==> src/rtl/ram8_arbiter_pkg.sv <==
// Shared widths and FSM state encoding for the two-requester RAM8 arbiter.
package ram8_arb_pkg;
  localparam int DATA_W = 16;
  localparam int ADDR_W = 3;
  localparam int CNT_W  = 8;

  typedef enum logic [1:0] {
    IDLE   = 2'd0,
    ACCESS = 2'd1,
    DONE   = 2'd2
  } state_t;
endpackage

==> src/rtl/ram8_arbiter_if.sv <==
// Requester and memory-side signals of ram8_arbiter; slave = arbiter, master = environment.
interface ram8_arbiter_if #(
  parameter int DATA_W = ram8_arb_pkg::DATA_W,
  parameter int ADDR_W = ram8_arb_pkg::ADDR_W
);
  logic              req0, req1;
  logic              we0, we1;
  logic [ADDR_W-1:0] addr0, addr1;
  logic [DATA_W-1:0] wdata0, wdata1;
  logic              ack0, ack1;
  logic [DATA_W-1:0] rdata;
  logic [DATA_W-1:0] mem_in;
  logic [ADDR_W-1:0] mem_addr;
  logic              mem_load;
  logic [DATA_W-1:0] mem_out;

  modport slave (
    input  req0, req1, we0, we1, addr0, addr1, wdata0, wdata1, mem_out,
    output ack0, ack1, rdata, mem_in, mem_addr, mem_load
  );
  modport master (
    output req0, req1, we0, we1, addr0, addr1, wdata0, wdata1, mem_out,
    input  ack0, ack1, rdata, mem_in, mem_addr, mem_load
  );
endinterface

==> src/rtl/ram8_arbiter_rr_arb2.sv <==
// Combinational 2-way round-robin pick: on contention the requester that was not
// granted last wins; a lone request wins outright.
module rr_arb2 (
  input  logic i_req0,
  input  logic i_req1,
  input  logic i_last_gnt,
  output logic o_valid,
  output logic o_winner
);
  assign o_valid  = i_req0 | i_req1;
  assign o_winner = (i_req0 & i_req1) ? ~i_last_gnt : i_req1;
endmodule

==> src/rtl/ram8_arbiter.sv <==
// Round-robin sequencer for two masters sharing one 8x16 RAM port (IDLE->ACCESS->DONE).
// Optional grant counters are built when RAM8_ARB_STATS_EN is defined.
module ram8_arbiter
  import ram8_arb_pkg::*;
#(
  parameter int DATA_W = ram8_arb_pkg::DATA_W,
  parameter int ADDR_W = ram8_arb_pkg::ADDR_W,
  parameter int CNT_W  = ram8_arb_pkg::CNT_W
) (
  input  logic           clk,
  input  logic           rst_n,
  ram8_arbiter_if.slave  bus
`ifdef RAM8_ARB_STATS_EN
  ,
  output logic [CNT_W-1:0] gnt_cnt0,
  output logic [CNT_W-1:0] gnt_cnt1
`endif
);
  state_t            r_state, w_next;
  logic              r_owner, r_last_gnt, r_cmd_we;
  logic [ADDR_W-1:0] r_mem_addr;
  logic [DATA_W-1:0] r_mem_in, r_rdata;
  logic              w_valid, w_winner;
  logic              w_ack0, w_ack1, w_load;

  rr_arb2 u_arb (
    .i_req0    (bus.req0),
    .i_req1    (bus.req1),
    .i_last_gnt(r_last_gnt),
    .o_valid   (w_valid),
    .o_winner  (w_winner)
  );

  always_comb begin
    w_next = r_state;
    w_ack0 = 1'b0;
    w_ack1 = 1'b0;
    w_load = 1'b0;
    case (r_state)
      IDLE:   if (w_valid) w_next = ACCESS;
      ACCESS: begin
        w_load = r_cmd_we;
        w_next = DONE;
      end
      DONE: begin
        w_ack0 = ~r_owner;
        w_ack1 = r_owner;
        w_next = IDLE;
      end
      default: w_next = IDLE;
    endcase
  end

  // mem_addr/mem_in double as the command latch for address and write data.
  always_ff @(posedge clk) begin
    if (!rst_n) begin
      r_state    <= IDLE;
      r_owner    <= 1'b0;
      r_last_gnt <= 1'b1;
      r_cmd_we   <= 1'b0;
      r_mem_addr <= '0;
      r_mem_in   <= '0;
      r_rdata    <= '0;
    end else begin
      r_state <= w_next;
      case (r_state)
        IDLE: if (w_valid) begin
          r_owner    <= w_winner;
          r_cmd_we   <= w_winner ? bus.we1    : bus.we0;
          r_mem_addr <= w_winner ? bus.addr1  : bus.addr0;
          r_mem_in   <= w_winner ? bus.wdata1 : bus.wdata0;
        end
        ACCESS: if (!r_cmd_we) r_rdata <= bus.mem_out;
        DONE:   r_last_gnt <= r_owner;
        default: ;
      endcase
    end
  end

  assign bus.ack0     = w_ack0;
  assign bus.ack1     = w_ack1;
  assign bus.mem_load = w_load;
  assign bus.mem_addr = r_mem_addr;
  assign bus.mem_in   = r_mem_in;
  assign bus.rdata    = r_rdata;

`ifdef RAM8_ARB_STATS_EN
  logic [CNT_W-1:0] r_cnt0, r_cnt1;

  always_ff @(posedge clk) begin
    if (!rst_n) begin
      r_cnt0 <= '0;
      r_cnt1 <= '0;
    end else begin
      if (w_ack0 && r_cnt0 != '1) r_cnt0 <= r_cnt0 + CNT_W'(1);
      if (w_ack1 && r_cnt1 != '1) r_cnt1 <= r_cnt1 + CNT_W'(1);
    end
  end

  assign gnt_cnt0 = r_cnt0;
  assign gnt_cnt1 = r_cnt1;
`endif
endmodule

==> src/flat_wrapper.sv <==
// flat-port wrapper written by rule: the top's interface ports become plain ports
module ram8_arbiter_flat import ram8_arb_pkg::*;
#(
  parameter int DATA_W = ram8_arb_pkg::DATA_W,
  parameter int ADDR_W = ram8_arb_pkg::ADDR_W,
  parameter int CNT_W  = ram8_arb_pkg::CNT_W
)
  (clk, rst_n, bus_req0, bus_req1, bus_we0, bus_we1, bus_addr0, bus_addr1, bus_wdata0, bus_wdata1, bus_mem_out, bus_ack0, bus_ack1, bus_rdata, bus_mem_in, bus_mem_addr, bus_mem_load);
  ram8_arbiter_if #(.DATA_W(DATA_W), .ADDR_W(ADDR_W)) bus_i ();
  input  logic clk;
  input  logic rst_n;
  input wire logic [$bits(bus_i.req0)-1:0] bus_req0;
  input wire logic [$bits(bus_i.req1)-1:0] bus_req1;
  input wire logic [$bits(bus_i.we0)-1:0] bus_we0;
  input wire logic [$bits(bus_i.we1)-1:0] bus_we1;
  input wire logic [$bits(bus_i.addr0)-1:0] bus_addr0;
  input wire logic [$bits(bus_i.addr1)-1:0] bus_addr1;
  input wire logic [$bits(bus_i.wdata0)-1:0] bus_wdata0;
  input wire logic [$bits(bus_i.wdata1)-1:0] bus_wdata1;
  input wire logic [$bits(bus_i.mem_out)-1:0] bus_mem_out;
  output wire logic [$bits(bus_i.ack0)-1:0] bus_ack0;
  output wire logic [$bits(bus_i.ack1)-1:0] bus_ack1;
  output wire logic [$bits(bus_i.rdata)-1:0] bus_rdata;
  output wire logic [$bits(bus_i.mem_in)-1:0] bus_mem_in;
  output wire logic [$bits(bus_i.mem_addr)-1:0] bus_mem_addr;
  output wire logic [$bits(bus_i.mem_load)-1:0] bus_mem_load;
  assign bus_i.req0 = bus_req0;
  assign bus_i.req1 = bus_req1;
  assign bus_i.we0 = bus_we0;
  assign bus_i.we1 = bus_we1;
  assign bus_i.addr0 = bus_addr0;
  assign bus_i.addr1 = bus_addr1;
  assign bus_i.wdata0 = bus_wdata0;
  assign bus_i.wdata1 = bus_wdata1;
  assign bus_i.mem_out = bus_mem_out;
  assign bus_ack0 = bus_i.ack0;
  assign bus_ack1 = bus_i.ack1;
  assign bus_rdata = bus_i.rdata;
  assign bus_mem_in = bus_i.mem_in;
  assign bus_mem_addr = bus_i.mem_addr;
  assign bus_mem_load = bus_i.mem_load;
  ram8_arbiter #(.DATA_W(DATA_W), .ADDR_W(ADDR_W), .CNT_W(CNT_W)) u_core (.clk(clk), .rst_n(rst_n), .bus(bus_i));
endmodule
==> config.mk <==
export PLATFORM = sky130hd
export DESIGN_NAME = ram8_arbiter_flat
export DESIGN_NICKNAME = d
export VERILOG_FILES = /design/src/rtl/ram8_arbiter_pkg.sv /design/src/rtl/ram8_arbiter_if.sv /design/src/rtl/ram8_arbiter_rr_arb2.sv /design/src/rtl/ram8_arbiter.sv /design/src/flat_wrapper.sv
export SDC_FILE = /design/constraint.sdc
export NUM_CORES = 1
export LEC_CHECK = 0
export ABC_AREA = 1
export CAP_MARGIN = 25
export CORE_MARGIN = 4
export CORE_UTILIZATION = 42
export DETAILED_ROUTE_END_ITERATION = 6
export GPL_TIMING_DRIVEN = 0
export PLACE_DENSITY = 0.83
export RECOVER_POWER = 25
export SKIP_LAST_GASP = 1
export SLEW_MARGIN = 5
export SYNTH_ARGS = -nofsm -noshare
export SYNTH_HDL_FRONTEND = slang
export SYNTH_SLANG_ARGS = --single-unit
==> constraint.sdc <==
create_clock -name clk -period 2.2 [get_ports clk]
set_clock_uncertainty 0.15 [all_clocks]
set_input_delay 0.22 -clock clk [delete_from_list [all_inputs] [get_ports clk]]
set_output_delay 0.22 -clock clk [all_outputs]
set_load 0.01 [all_outputs]
==> Yosys cells after proc, flatten, opt, wreduce, memory -nomap -nowiden <==
Index checks and enable logic that the tools add are counted.
{ "op_classes": {"n_reduce_logical": 3, "n_eq_ne": 3, "n_bitwise": 5, "n_mux": 9} }
{ "ops": {"columns": ["op", "count"], "rows": [
  ["16-bit 2-to-1 mux", 1],
  ["1-bit 2-to-1 mux", 5],
  ["2-bit one-hot mux with 2 select lines", 1],
  ["2-bit AND reduction", 2],
  ["3-bit 2-to-1 mux", 1],
  ["1-bit NOT", 3],
  ["2-bit by 1-bit == test with 1-bit output (second input constant)", 1],
  ["2-bit == test (second input constant)", 1],
  ["2-bit zero test", 1],
  ["2-bit 2-to-1 mux", 1],
  ["2-bit != test (second input constant)", 1],
  ["1-bit bitwise AND", 1],
  ["1-bit OR", 1]
]} }
{ "word_totals": {"inputBits": 60, "out_inout_bits": 38, "reg_bits": 40} }

==> Logic depth before layout (Yosys ltp) <==
{ "depth": {"ltp_word": 3, "mapped_depth": 8} }

==> Modules after synthesis <==
A second synthesis with hierarchy kept.
{ "unflattened": {"hier_cells": 319, "area_unflattened_um2": 1981.9} }
{ "modules_own_cells": {"columns": ["mod", "cells_each", "area_per_inst_um2", "seq_area_each_um2", "n_inst"], "rows": [
  ["ram8_arbiter", 316, 1966.9, 800.8, 1],
  ["rr_arb2", 3, 15.0, 0.0, 1]
]} }

==> Worst setup path before layout <==
Ideal clock, no wire load.
{ "synth_path": {"path_type": "reg2out", "startpoint": "register u_core.r_state[0]", "endpoint": "output bus_mem_load", "required_ns": 1.830, "slack_ns": 0.931, "t_arrival_ns": 0.899, "path_stages_with_launch": 5, "path_buffers": 2, "cell_sequence": "dfxtp_1 -> buf_6 -> buf_2 -> nand2_1 -> nor2_1"} }
{ "synth_via": {"elab_chain_len": 2} }
{ "synth_lines": {"columns": ["element", "line_no", "source"], "rows": [
  ["start, declared", "ram8_arbiter.sv:19", "state_t r_state, w_next;"],
  ["start signal, assigned", "ram8_arbiter.sv:65", "r_state <= w_next;"],
  ["2-bit by 1-bit == test with 1-bit output", "ram8_arbiter.sv:39", "case (r_state)"],
  ["1-bit 2-to-1 mux", "ram8_arbiter.sv:39", null],
  ["end, declared", "flat_wrapper.sv:26", "output wire logic [$bits(bus_i.mem_load)-1:0] bus_mem_load;"]
]} }
No other way between the ends.

==> Worst setup path in the final report <==
{ "layout_path": {"startpoint": "register u_core.r_state[1]", "endpoint": "output bus_mem_load"} }
The elaborated chain is that of the path after synthesis.

==> results by group <==
Cells and area
  – Number of diodes: 0
  – Area growth from synthesis to layout: 55.9%
  – Layout cells sized above 1: 0.0789
  – Commonest non-fill, non-tap cells in the layout: 95 x clkdlybuf4s50_1, 81 x nand2_1, 43 x nor2_1
  – Layout Nets: between 400 and 500
  – Fill count: about 430
  – Commonest non-fill, non-tap cell in the layout: clkdlybuf4s50_1
  – Non-Filler Instances: 445
  – Final Core Density: 0.699

Synth
  – Area of the mapped netlist: approximately 2000 µm²
  – Synth area leaders: dfxtp_1 40%, nand2_1 15%, nor2_1 8.0%
  – Syn_nets: roughly 350
  – Post-Syn Instances: approximately 300
  – Synth area leader: dfxtp_1
  – Unique masters post-synth: 20
  – Synth top area share: 0.397
  – Sequential-to-total area share from yosys stat: 0.397
  – Synthesized area per cell: between 6 and 7 µm²
  – Synth warnings: 0
  – Yosys reg bits: 40

Worst setup path
  – CP Capture Type: output port
  – Reg-to-reg slack, setup: 0.54 ns
  – Critical Path AT: 1.67 ns
  – Worst-path maximum fanout: 19
  – Startpoint types: flop
  – Crit path kind: flop to output port
  – CP Launch Point: u_core.r_state[1]
  – Reg2reg start: u_core.r_state[1]
  – R2r endpoint: u_core.bus.rdata[8]
  – Worst Setup EP: bus_mem_load
  – Worst Reg-to-Reg Cells: 5
  – CP Data Required Time: roughly 1.8 ns

Floorplanning
  – Die Y: about 77 µm
  – Ports: roughly 100
  – Die ar.: 5980 µm²
  – Initial Util: 0.448
  – Die X: slightly below 80 µm
  – Std-Cell Rows: 24
  – Core footprint: ~4500 µm²

STA
  – Max-slew violations: 0
  – Max Fclk: ~490 MHz
  – Setup WS post-layout: 0.160 ns
  – Rel. slew slack: 0.675
  – # setup viols final: 0
  – Period utilization: 0.927
  – Post-Route Setup TNS: 0 ns
  – Tightest Pin Transition: between 0.4 and 0.5 ns
  – RSZ-0062 raised after global routing: false
  – Final hold viol count: 0
  – Tmin final: 2.04 ns

Detailed routing
  – DRC: 0
  – Drt pass-1 iters: 4
  – Routed len/inst: between 10 and 15 µm
  – Routed wire length: slightly below 6000 µm
  – Number of DRC markers in iteration 0: 53
  – DR vias/cell: just under 5
  – ANT nets after route: 0
  – Vias: 2148

GRT
  – First-pass GRT wire length: 9250 µm
  – Initial antenna violation count: 0
  – GRT Total Usage: 0.188
  – Vias in the first global route: roughly 2000
  – GRT overflow: 0
  – Largest net degree at the start of global routing: 13

Power and ir drop
  – Internal power: ~1.5 mW
  – Sw frac: 0.265
  – Peak supply drop: between 0.0004 and 0.0005 V
  – Leakage: about 1.3 nW
  – Reg power frac: 0.392
  – Power per cell area: about 670 nW/µm²
  – Clock network power share: 0.331
  – Sw Pwr: 558 µW
  – Combinational power share: 0.277

Clock tree
  – CTS H-tree depth: 2
  – Root buffer cell: clkbuf_8
  – CTS Buf Count: 5
  – CTS Sinks: 40
  – Post_cts resized: 0
  – Skew-Pair Late Insertion Delay: between 0.2 and 0.3 ns
  – CTS tree: done
  – CTS hold repair buffers: 0
  – Bufs on Longest Clock Path: 2
  – Reg clk slew, reported paths: about 0.08 ns

Job
  – Max cap viols: 0

Placement
  – Placed cells: 440
  – Gpl congestion: 0.750
  – IO buf count: 96
  – Pre-CTS WS: between 0.3 and 0.4 ns
  – DP Wirelength: 4430 µm

Worst hold path
  – Min-delay src: bus_req1
  – Hold crit path type: input pin to flop

Outcome
  – Status: finished, final reports clean
final cells by class:
| type | count | area, µm² | share of cell area |
|---|---|---|---|
| Inverter | 24 | 92.6 | 0.0294 |
| Tap cell | 52 | 65.1 | 0.0207 |
| Timing Repair Buffer | 96 | 961 | 0.305 |
| Clock inverter | 2 | 60.1 | 0.0191 |
| Sequential cell | 40 | 801 | 0.254 |
| Multi-Input combinational cell | 207 | 973 | 0.309 |
| Clock buffer | 5 | 68.8 | 0.0219 |
| Buffer | 19 | 128 | 0.0405 |
cells in the mapped netlist, drive strengths merged:
cell type	number
nand4	16
nor2	47
nand2	82
dfxtp	40
buf	19
o21ai	1
a21oi	17
inv	24
a21boi	20
clkbuf	2
nand3	24
sequential cells by signal, summed over array words and instances, names as in the netlist:
signal,cells
u_core.bus.mem_addr,3
u_core.r_owner,1
u_core.r_last_gnt,1
u_core.bus.rdata,16
u_core.r_state,2
u_core.r_cmd_we,1
u_core.bus.mem_in,16
worst max-delay path: stages (launching register included):
cell	delay, ns
dfxtp_1	0.35
inv_2	0.24
nand2_1	0.12
nor2_1	0.11
clkdlybuf4s50_1	0.54
per-layer routing:
metal,part of all wire,track usage,vias up
met4,0.0069,0.0320,0
met3,0.066,0.0602,5
met1,0.44,0.222,938
met5,0,0,-
met2,0.48,0.337,72
li1,-,-,1133
timing repair:
action	in CTS	in global routing
setup endpoints to repair	0	1
buffers inserted	0	0
hold endpoints to repair	0	0
through the flow:
stage / cell area [µm²] / power [mW] / hold WS, ns
3_3_place_gp: 3050 / 1.42 / 0.296
3_5_place_dp: 3050 / 1.44 / 0.302
6_report: 3150 / 2.10 / 0.166
5_1_grt: 3150 / 2.22 / 0.193
2_1_floorplan: 2020 / 1.15 / 0.196
4_1_cts: 3170 / 2.14 / 0.156
cells by family after synthesis:
kind of cell           count (synthesis)  share of synthesized area
AOI/OAI and AO/OA                     38                      0.125
buffers and inverters                 45                      0.118
DFF                                   40                      0.397
and+or+nand+nor                      169                      0.361
worst min-delay path by stage:
stage,to,depth (start not counted),slack [ns]
floorplan,u_core.bus.mem_in[9],2,0.20
global placement,u_core.bus.rdata[9],2,0.30
detailed placement,u_core.bus.rdata[5],2,0.30
CTS,u_core.bus.mem_in[9],5,0.16
global route,u_core.bus.mem_in[9],5,0.19
finish,u_core.bus.mem_in[9],5,0.17
power groups by stage:
| stage | clock network [mW] | logic, mW | registers [mW] |
|---|---|---|---|
| floorplan | 0 | 0.281 | 0.867 |
| global placement | 0 | 0.583 | 0.840 |
| detailed placement | 0 | 0.595 | 0.842 |
| CTS | 0.716 | 0.597 | 0.826 |
| global route | 0.743 | 0.640 | 0.834 |
| finish | 0.696 | 0.583 | 0.825 |
Note: power is estimated with default switching activity, not from simulation.
